`config.mk`:
```
export PLATFORM = sky130hd
export DESIGN_NAME = id_ex_stage
export DESIGN_NICKNAME = d
export VERILOG_FILES = /design/src/rtl/id_ex_stage.sv
export SDC_FILE = /design/constraint.sdc
export NUM_CORES = 1
export LEC_CHECK = 0
export ABC_AREA = 1
export CAP_MARGIN = 20
export CORE_ASPECT_RATIO = 0.7
export CORE_MARGIN = 2
export CORE_UTILIZATION = 30
export CTS_CLUSTER_DIAMETER = 80
export DETAILED_ROUTE_END_ITERATION = 10
export HOLD_SLACK_MARGIN = 0.12
export PLACE_DENSITY_LB_ADDON = 0.1
export SYNTH_ARGS = -nofsm -noshare
export SYNTH_HDL_FRONTEND = slang
export SYNTH_SLANG_ARGS = --single-unit
```
`constraint.sdc`:
```
create_clock -name clk -period 2.25 [get_ports clk]
set_input_delay 0.45 -clock clk [delete_from_list [all_inputs] [get_ports clk]]
set_output_delay 0.45 -clock clk [all_outputs]
set_load 0.01 [all_outputs]
```
`src/rtl/id_ex_stage.sv`:
```
// id_ex_stage
// Pipeline register between instruction decode and the 16-bit ALU.
// Holds one decoded instruction and forwards MEM/WB results into its
// operands. It also detects load-use hazards, which insert one bubble.
// Both downstream backpressure (ex_ready) and branch flush are supported.
//
// Ports
//   clk, rst                      clock (rising edge), async active-high reset
//   in_valid / in_ready           decode handshake
//   in_rs1, in_rs2, in_rd         source/destination register numbers
//   in_rs1_data, in_rs2_data      register-file read data
//   in_imm, in_use_imm            immediate and b-operand select
//   in_alu_control                ALU function
//   in_reg_write/mem_read/mem_write  instruction class flags
//   flush                         drop held and incoming instruction
//   ex_ready                      execute consumes out_valid this cycle
//   mem_fwd_*, wb_fwd_*           forwarding sources (MEM has priority)
//   out_valid                     held instruction valid
//   alu_a, alu_b                  forwarded ALU operands
//   out_alu_control, out_rd       held ALU function / destination
//   out_reg_write/mem_read/mem_write  held flags, zero when not valid
//   out_store_data                forwarded rs2 value for stores
//   load_use_stall                load-use hazard active this cycle
module id_ex_stage #(
  parameter int DATA_W = 16,
  parameter int REG_AW = 3,
  parameter int CTRL_W = 3
) (
  input  logic              clk,
  input  logic              rst,
  input  logic              in_valid,
  output logic              in_ready,
  input  logic [REG_AW-1:0] in_rs1,
  input  logic [REG_AW-1:0] in_rs2,
  input  logic [REG_AW-1:0] in_rd,
  input  logic [DATA_W-1:0] in_rs1_data,
  input  logic [DATA_W-1:0] in_rs2_data,
  input  logic [DATA_W-1:0] in_imm,
  input  logic              in_use_imm,
  input  logic [CTRL_W-1:0] in_alu_control,
  input  logic              in_reg_write,
  input  logic              in_mem_read,
  input  logic              in_mem_write,
  input  logic              flush,
  input  logic              ex_ready,
  input  logic              mem_fwd_en,
  input  logic [REG_AW-1:0] mem_fwd_rd,
  input  logic [DATA_W-1:0] mem_fwd_data,
  input  logic              wb_fwd_en,
  input  logic [REG_AW-1:0] wb_fwd_rd,
  input  logic [DATA_W-1:0] wb_fwd_data,
  output logic              out_valid,
  output logic [DATA_W-1:0] alu_a,
  output logic [DATA_W-1:0] alu_b,
  output logic [CTRL_W-1:0] out_alu_control,
  output logic [REG_AW-1:0] out_rd,
  output logic              out_reg_write,
  output logic              out_mem_read,
  output logic              out_mem_write,
  output logic [DATA_W-1:0] out_store_data,
  output logic              load_use_stall
);

  typedef enum logic {
    EMPTY = 1'b0,
    FULL  = 1'b1
  } state_e;

  typedef struct packed {
    logic [REG_AW-1:0] rs1;
    logic [REG_AW-1:0] rs2;
    logic [REG_AW-1:0] rd;
    logic [DATA_W-1:0] rs1_data;
    logic [DATA_W-1:0] rs2_data;
    logic [DATA_W-1:0] imm;
    logic              use_imm;
    logic [CTRL_W-1:0] alu_control;
    logic              reg_write;
    logic              mem_read;
    logic              mem_write;
  } held_t;

  state_e state_q, state_d;
  held_t  held_q, held_d;

  logic [DATA_W-1:0] fwd_rs1, fwd_rs2;

  // MEM is younger than WB, so it wins; r0 is hard-wired zero and never forwarded.
  function automatic logic [DATA_W-1:0] fwd_sel(
    input logic [REG_AW-1:0] rs,
    input logic [DATA_W-1:0] own,
    input logic              m_en,
    input logic [REG_AW-1:0] m_rd,
    input logic [DATA_W-1:0] m_data,
    input logic              w_en,
    input logic [REG_AW-1:0] w_rd,
    input logic [DATA_W-1:0] w_data
  );
    if (rs != '0 && m_en && m_rd == rs)      return m_data;
    else if (rs != '0 && w_en && w_rd == rs) return w_data;
    else                                     return own;
  endfunction

  assign fwd_rs1 = fwd_sel(held_q.rs1, held_q.rs1_data, mem_fwd_en, mem_fwd_rd,
                           mem_fwd_data, wb_fwd_en, wb_fwd_rd, wb_fwd_data);
  assign fwd_rs2 = fwd_sel(held_q.rs2, held_q.rs2_data, mem_fwd_en, mem_fwd_rd,
                           mem_fwd_data, wb_fwd_en, wb_fwd_rd, wb_fwd_data);

  assign out_valid       = (state_q == FULL);
  assign alu_a           = fwd_rs1;
  assign alu_b           = held_q.use_imm ? held_q.imm : fwd_rs2;
  assign out_store_data  = fwd_rs2;
  assign out_alu_control = held_q.alu_control;
  assign out_rd          = held_q.rd;
  assign out_reg_write   = out_valid & held_q.reg_write;
  assign out_mem_read    = out_valid & held_q.mem_read;
  assign out_mem_write   = out_valid & held_q.mem_write;

  // A held load's result is not available until WB, so any consumer of it
  // must wait one cycle. Stores always read rs2, even with an immediate b.
  assign load_use_stall = in_valid & out_mem_read & (held_q.rd != '0) &
                          ((held_q.rd == in_rs1) |
                           ((held_q.rd == in_rs2) & (~in_use_imm | in_mem_write)));

  assign in_ready = (~out_valid | ex_ready) & ~load_use_stall & ~flush;

  // NOTE: every always_comb output gets a default first so no path can infer a latch.
  always_comb begin
    state_d = state_q;
    held_d  = held_q;
    if (flush) begin
      state_d = EMPTY;
    end else if (out_valid && !ex_ready) begin
      // Latch forwarded operands while stalled so they survive the producer
      // leaving the MEM/WB stages.
      held_d.rs1_data = fwd_rs1;
      held_d.rs2_data = fwd_rs2;
    end else if (in_valid && in_ready) begin
      state_d              = FULL;
      held_d.rs1           = in_rs1;
      held_d.rs2           = in_rs2;
      held_d.rd            = in_rd;
      held_d.rs1_data      = in_rs1_data;
      held_d.rs2_data      = in_rs2_data;
      held_d.imm           = in_imm;
      held_d.use_imm       = in_use_imm;
      held_d.alu_control   = in_alu_control;
      held_d.reg_write     = in_reg_write;
      held_d.mem_read      = in_mem_read;
      held_d.mem_write     = in_mem_write;
    end else begin
      state_d = EMPTY;
    end
  end

  // NOTE: sequential state uses non-blocking assignments so all registers update together.
  always_ff @(posedge clk or posedge rst) begin
    if (rst) begin
      state_q <= EMPTY;
      held_q  <= '0;
    end else begin
      state_q <= state_d;
      held_q  <= held_d;
    end
  end

endmodule

```
Word-level counts from Yosys, hierarchy flattened --
Cells that the tools add are included. Widths: inputs -> output; s select.
Word-level totals: register bits 65, bits in latches 0, memory bits (writable) 0, bits in read-only memories 0, output and inout bits 60, memories kept 0
Operators by class: $add $sub $neg 0, multiply operators 0, div/mod/pow operators 0, $lt $le $gt $ge 0, equality and inequality tests 7, shifts and indexed selects 0, multiplexer cells 10, bitwise logic cells 17, reduce and logical (&&, ||, !) cells 17
Operators by type and width (number):
- $mux 16 | 5
- $mux 55 | 1
- $mux 32 | 1
- $eq 3x3->1 | 6
- $logic_and 1x1->1 | 10
- $and 1x1->1 | 9
- $reduce_bool 3->1 | 3
- $not 1->1 | 5
- $mux 1 | 3
- $or 1x1->1 | 3
- $reduce_and 3->1 | 1
- $ne 2x2->1 const B | 1
- $reduce_and 2->1 | 1
- $reduce_bool 2->1 | 1
- $logic_not 1->1 | 1

Logic depth before layout (Yosys ltp) --
Gate-level depths: netlist of the first run.
depth after elaboration 12, mapped depth 12

Least setup slack after synthesis of the first run --
No wires, ideal clock.
path kind flip-flop to output port, start point reg held_q[58] in the netlist's numbering, end point out alu_b[10], arrival 1.392 ns, data required time 1.800 ns, setup slack 0.408 ns, stages on the path, launching flop included 9, cells stage by stage dfrtp_1 nor3_2 nor2_2 nand2_4 buf_6 nand2_1 nand3_2 nand3_1 nand2_1
Between the ends: longest elaborated chain between the ends 6, elaborated cells between the ends (all ways) 10, classes of those cells eq/ne (2); mux (3); reduce/logical (5)
RTL lines:
- from (decl) | line 84 | held_t held_q, held_d;
- from (signal assigned) | line 163 | held_q <= held_d;
- $reduce_bool 3->1 | line 99, 100
- $logic_and 1x1->1 (2 in series) | line 100 | else if (rs != '0 && w_en && w_rd == rs) return w_data;
- $mux 16 | line 100
- $mux 16 * | line 99 | if (rs != '0 && m_en && m_rd == rs) return m_data;
- $mux 16 * | line 111 | assign alu_b = held_q.use_imm ? held_q.imm : fwd_rs2;
- to (decl) | line 54 | output logic [DATA_W-1:0] alu_b,
Every way passes the cells marked *; elsewhere a longest branch is shown, timed or not.

Final worst setup path of the first run --
start point reg held_q[59] in the netlist's numbering, end point out alu_b[4]
The elaborated chain is that of the path after synthesis.

==> reports/results.txt, run 1 <==
run status = finished with violations
failing checks = setup timing
clk buf depth = 2
most frequent cells in the layout = nand3_1, clkdlybuf4s50_1, nand2_1
CTS sink count = 65
Design Area, Final = 8760 sq um
number of synthesized flops with an enable pin = 0
DIE AREA = 16300 sq um
Tmin final = 2400 ps
Iter 0 DRT Violations = 423
grt total ovfl = 0
final cycle utilization of the critical path = 107%
Cell Int Power = 3.74 mW
setup violators final = 48
Residual DRC = 0
Synth Flop Type = dfrtp_1
clock-pin transition on the worst setup and hold timing paths = 60 ps
Syn Std Cell Area = 4580 sq um
H-tree levels = 3
core area = 14800 sq um
routed wire length = 21100 microns
final core utilization = 59.2%
share of layout cells above drive strength 1 = 42.7%
Synth warnings = 0
number of global-route vias before repair = 5722
antenna violations before repair = 1
Reg power frac = 26.2%
switching power = 2.16 mW
Cell variety after synth = 31
worst r2r src = held_q[63]
multi-input logic area = 3360 sq um
IO Port Bufs = 168
DR pass1 iterations = 5
Max Slew Vio Count = 0
Critical Path Source Type = flip-flop
Final Hold Fails = 0
layout overhead on the synthesized area = 91.4%
critical path type = reg2out
Mapped Nets = 772
pwr/cell area = 673 nW/um^2
Clock Power Share = 24.0%
Hold Path Class = in2async
Slew headroom = 65.8%
Worst-Skew Late Latency = 330 ps
fmax = 416 MHz
Max-Cap Viols = 0
worst reg-to-reg setup slack = 100 ps
routed vias = 5844
worst-margin pin slew = 513 ps
Vias/cell = 5.19
CP startpoint = held_q[59]
FP Rows = 37
Leak Pwr = 4.27 nW
Initial Utilization = 30.9%
asr flop ratio synth = 100%
nets@finish = 1035
post-route ant nets = 0
FF+latch area = 1630 sq um
pin count of the biggest net entering global routing = 34
unrepaired setup endpoints after global routing = true
Die Ht = 107 microns
commonest non-fill, non-tap cell in the layout = nand3_1
GR Util All Layers = 25.0%
die width = 152 microns
I/O pins = 169
Fill cells = 1326
worst vdd ir = 0.451 mV
Worst Skew = 6.80 ps
Final HPWL DP = 13900 microns
Root Driver = clkbuf_16
critical path fanouts, max = 8
CP Capture Type = output port
post-synthesis sequential area ratio = 35.5%
Comb pwr share = 49.8%
Yosys reg bits = 65
WL/cell = 18.8 microns
CTS tree = yes
cts bufs inserted = 9
synthesized instance count = 663
Syn Area/Cell = 6.91 sq um
min setup slack post-route = -155 ps
Switching Fraction = 36.5%
first-pass GRT wire length = 30900 microns
RePlAce Congestion = 0.855
area post-placement = 6850 sq um
critical path required time = 1800 ps
WP data arrival = 1950 ps
-- per-layer routing --
| layer | share of wire [%] | wire length, microns | GRT usage [%] | up-vias |
|---|---|---|---|---|
| met5 | 0 | 0 | 0 | - |
| met2 | 44 | 9400 | 37.3 | 279 |
| li1 | - | - | - | 2740 |
| met4 | 1.7 | 355 | 6.61 | 0 |
| met3 | 9.1 | 1930 | 6.69 | 33 |
| met1 | 45 | 9450 | 35.6 | 2792 |
-- cells by family after synthesis --
family / after synthesis / synth area share [%]
XOR/XNOR: 3 / 0.574
buffers and inverters: 115 / 11.5
AND/OR/NAND/NOR: 442 / 47.8
AO/OA/AOI/OAI: 38 / 4.62
flip-flops: 65 / 35.5
-- power groups by stage --
stage / combinational [mW] / clock [mW] / sequential [mW]
finish: 2.94 / 1.42 / 1.55
detailed placement: 2.16 / 0 / 1.53
global route: 3.12 / 1.49 / 1.57
floorplan: 1.07 / 0 / 1.49
CTS: 2.59 / 1.44 / 1.53
global placement: 2.14 / 0 / 1.52
-- metrics by stage --
step	setup slack, ps	hold slack, ps	TNS [ps]	total power, mW	std cells
floorplan	174	453	0	2.56	663
global placement	-785	469	-48920	3.67	1050
detailed placement	-781	474	-49310	3.69	1050
CTS	-132	474	-4010	5.55	1119
global route	-218	515	-8230	6.18	1126
finish	-155	468	-5440	5.90	1127
-- registers in the layout, indices dropped and copies added, names as in the netlist --
| name | flops |
|---|---|
| held_q | 58 |
| out_alu_control | 3 |
| out_rd | 3 |
| out_valid | 1 |
-- cells in the mapped netlist (2+ instances only) --
master,count,area [sq um]
nand4_1,32,200
nand2_1,153,574
a21oi_2,4,35.0
nor2_1,14,52.6
buf_2,14,70.1
nand3_2,10,100
o21ai_1,9,45.0
xor2_1,2,17.5
inv_2,5,18.8
clkbuf_1,16,60.1
nor3_1,2,10.0
o21ai_0,21,105
nand2_2,2,12.5
nand3_1,188,941
nor2_2,3,18.8
dfrtp_1,65,1630
buf_4,9,67.6
and2_1,32,200
inv_1,63,236
a21oi_1,3,15.0
buf_6,6,67.6
-- worst max-delay path: stages, from the launching register on --
cell and delay, ps:
dfrtp_2 460, inv_4 100, o21ai_4 70, nor2_4 260
buf_12 160, nand2_8 70, nand2_2 90, nand3_4 100
nand3_4 120, nand2_2 60, buf_6 120
-- layout make-up --
type / instances / share of cell area (%)
inverter: 69 / 3.07
sequential: 65 / 18.6
clock buffer: 10 / 2.61
timing repair buffer: 297 / 33.7
tap: 195 / 2.78
antenna: 1 / 0.0286
clock inverter: 6 / 0.785
multi-input combinational: 484 / 38.4
-- repair_timing --
item,in CTS,in global routing
buffers inserted,47,12
pin swaps,65,40
setup endpoints to repair,50,110
cloned,6,1
gates resized for setup,398,127
hold buffers,0,0
-- worst paths after layout --
kind,endpoint,cells past startpoint
setup / recovery,alu_b[4],10
hold / removal,held_q[15],2
setup reg to reg,held_q[39],14
hold reg to reg,held_q[2],2
max in group asynchronous,held_q[60],3
min in group clk,held_q[2],2
(Power assumes the default switching activity.)
==> inputs of run 2 (changes only) <==
--- a/config.mk
+++ b/config.mk
@@ -9,7 +9,7 @@
 export CAP_MARGIN = 20
 export CORE_ASPECT_RATIO = 0.7
 export CORE_MARGIN = 2
-export CORE_UTILIZATION = 30
+export CORE_UTILIZATION = 45
 export CTS_CLUSTER_DIAMETER = 80
 export DETAILED_ROUTE_END_ITERATION = 10
 export HOLD_SLACK_MARGIN = 0.12
==> run 2 against run 1 <==
Compared with the run above:
- the run still ends with setup timing left
- non-clock buffer count fell by 7
- routed wire length up 22%
- power increased by 6.5%
- via count up 15%
- sequential share of layout area decreased by 0.15 points
- register-to-register slack worse by 250 ps
- critical path type unchanged
- largest power group unchanged
==> reports/results.txt, run 2 (same netlist as run 1, synthesis figures left out) <==
pwr/cell area = 711 nW/um^2 (+5.6%)
most frequent cells in the layout = nand3_1, clkdlybuf4s50_1, nand2_1
worst hold slack = 490 ps (+21.5 ps)
post-route ant nets = 0 (unchanged)
share of layout cells above drive strength 1 = 44.7% (+1.9 points)
Max-Cap Viols = 0 (unchanged)
met2 wire length = 11100 microns (+18%)
CP Capture Type = output port
Crit path top cell by count = nand3_4
number of global-route vias before repair = 6399 (+12%)
Die Ht = 88.4 microns (-18%)
antenna cells = 0 (-1)
grt total ovfl = 0 (unchanged)
DR pass1 iterations = 6 (+1)
CP cell instances = inv_2 > nand2_2 > nand3_4 > nor3_4 > buf_8 > nand3_4 > nand3_2 > nand2_1 > buf_2
layout overhead on the synthesized area = 93.0%
first-pass GRT wire length = 34200 microns (+11%)
Initial Utilization = 46.7% (+16 points)
area post-placement = 6730 sq um (-1.8%)
Max Used Layer = met4
WP data arrival = 2090 ps (+140 ps)
Final HPWL DP = 12900 microns (-6.6%)
Slew headroom = 36.8% (-29 points)
cts bufs inserted = 9 (unchanged)
nets@finish = 1028 (-0.68%)
Residual DRC = 0 (unchanged)
Root Driver = clkbuf_16
worst vdd ir = 0.481 mV (+6.4%)
DRT met1 WL = 9200 microns (-2.7%)
worst reg-to-reg setup slack = -150 ps (-250 ps)
I/O pins = 169 (unchanged)
antenna violations before repair = 0 (-1)
pin count of the biggest net entering global routing = 39 (+15%)
critical path type = reg2out
clock-pin transition on the worst setup and hold timing paths = 60 ps (about the same)
Critical Path Source Type = flip-flop
Worst-Skew Late Latency = 340 ps (about the same)
routed vias = 6741 (+15%)
core area = 9800 sq um (-34%)
H-tree levels = 3 (unchanged)
routed wire length = 25800 microns (+22%)
Design Area, Final = 8840 sq um (+0.83%)
Met3 Wirelength = 3760 microns (+94%)
Max Slew Vio Count = 0 (unchanged)
Worst Skew = 7.23 ps (+0.427 ps)
delay-heaviest family, CP = simple AND/OR/NAND/NOR gates
clk buf depth = 2 (unchanged)
WL/cell = 24.5 microns (+31%)
CTS sink count = 65 (unchanged)
Slowest-stage cell, CP = dfrtp_2
GR Util All Layers = 39.9% (+15 points)
CTS Hold Bufs = 0 (unchanged)
setup violators final = 50 (+4.2%)
commonest non-fill, non-tap cell in the layout = nand3_1
failing checks = setup timing
run status = finished with violations
RePlAce Congestion = 0.990 (+16%)
Worst path max stage delay = 450 ps (about the same)
CTS tree = yes
final core utilization = 90.2% (+31 points)
Tmin final = 2540 ps (+139 ps)
FP Rows = 30 (-19%)
DIE AREA = 11000 sq um (-32%)
unrepaired setup endpoints after global routing = true
Leak Pwr = 4.25 nW (-0.52%)
Buf/Inv on CP = 3 (unchanged)
critical path required time = 1800 ps (about the same)
Vias/cell = 6.41 (+24%)
Reg with most FFs = held_q
Final Hold Fails = 0 (unchanged)
fmax = 393 MHz (-5.5%)
Iter 0 DRT Violations = 885 (+110%)
die width = 125 microns (-18%)
min setup slack post-route = -294 ps (-139 ps)
number of flip-flops in the largest register = 58 (unchanged)
Hold Path Class = in2async
critical path fanouts, max = 7 (-1)
IO Port Bufs = 168 (unchanged)
Fill cells = 415 (-69%)
worst-margin pin slew = 943 ps (+430 ps)
final cycle utilization of the critical path = 113% (+6.2 points)
## run 2: cell types whose count changed in the layout (fill, tap and decap cells not counted), moves of 7 or more
cell            delta
buf_4             -21
buf_6             +12
dlymetal6s2s_1     +7
inv_2              +7
nand2_2            +7
nand3_1            -7
nand3_2           -10
nand3_4           +17
## run 2: what timing repair did
| item | in CTS | in global routing |
|---|---|---|
| cloned | 6 | 1 |
| setup endpoints to repair | 50 | 100 |
| pin swaps | 52 | 70 |
| hold endpoints to repair | 0 | 0 |
| setup buffers | 39 | 17 |
| resized for setup | 436 | 135 |
## run 2: power breakdown
| group | total, mW | internal [mW] | switching (mW) | leakage (nW) |
|---|---|---|---|---|
| Sequential | 1.60 | 1.38 | 0.224 | 0.794 |
| Clock | 1.39 | 0.790 | 0.597 | 0.144 |
| Combinational | 3.29 | 1.63 | 1.67 | 3.31 |
## run 2: metrics by stage
stage          instances  setup TNS (ps)  power (mW)  setup WS [ps]
6_report            1052          -11100        6.28           -294
5_1_grt             1052          -13310        6.48           -375
4_1_cts             1038           -4720        5.59           -199
3_5_place_dp         978          -41970        3.66           -787
3_3_place_gp         978          -38370        3.62           -752
2_1_floorplan        663               0        2.56            174
## run 2: path summary, 6_finish.rpt
kind / from / end / cells after the start
max: held_q[58] / alu_b[3] / 9
min in group clk: held_q[2] / held_q[2] / 2
max reg2reg: held_q[62] / held_q[52] / 17
max in group asynchronous: rst / held_q[46] / 3
min: rst / held_q[17] / 2
min reg2reg: held_q[2] / held_q[2] / 2
## run 2: metal layers
| metal | up-vias | track usage [%] |
|---|---|---|
| met5 | - | 0 |
| met4 | 0 | 15.6 |
| met2 | 698 | 63.4 |
| li1 | 2727 | - |
| met3 | 211 | 13.2 |
| met1 | 3105 | 51.2 |
## run 2: cell type report
cell class,instances,area (sq um),area share [%]
multi-input combinational,484,3540,40.1
tap,128,160,1.81
inverter,69,262,2.96
sequential,65,1630,18.5
timing repair buffer,290,2950,33.4
clock buffer,10,239,2.70
clock inverter,6,48.8,0.552
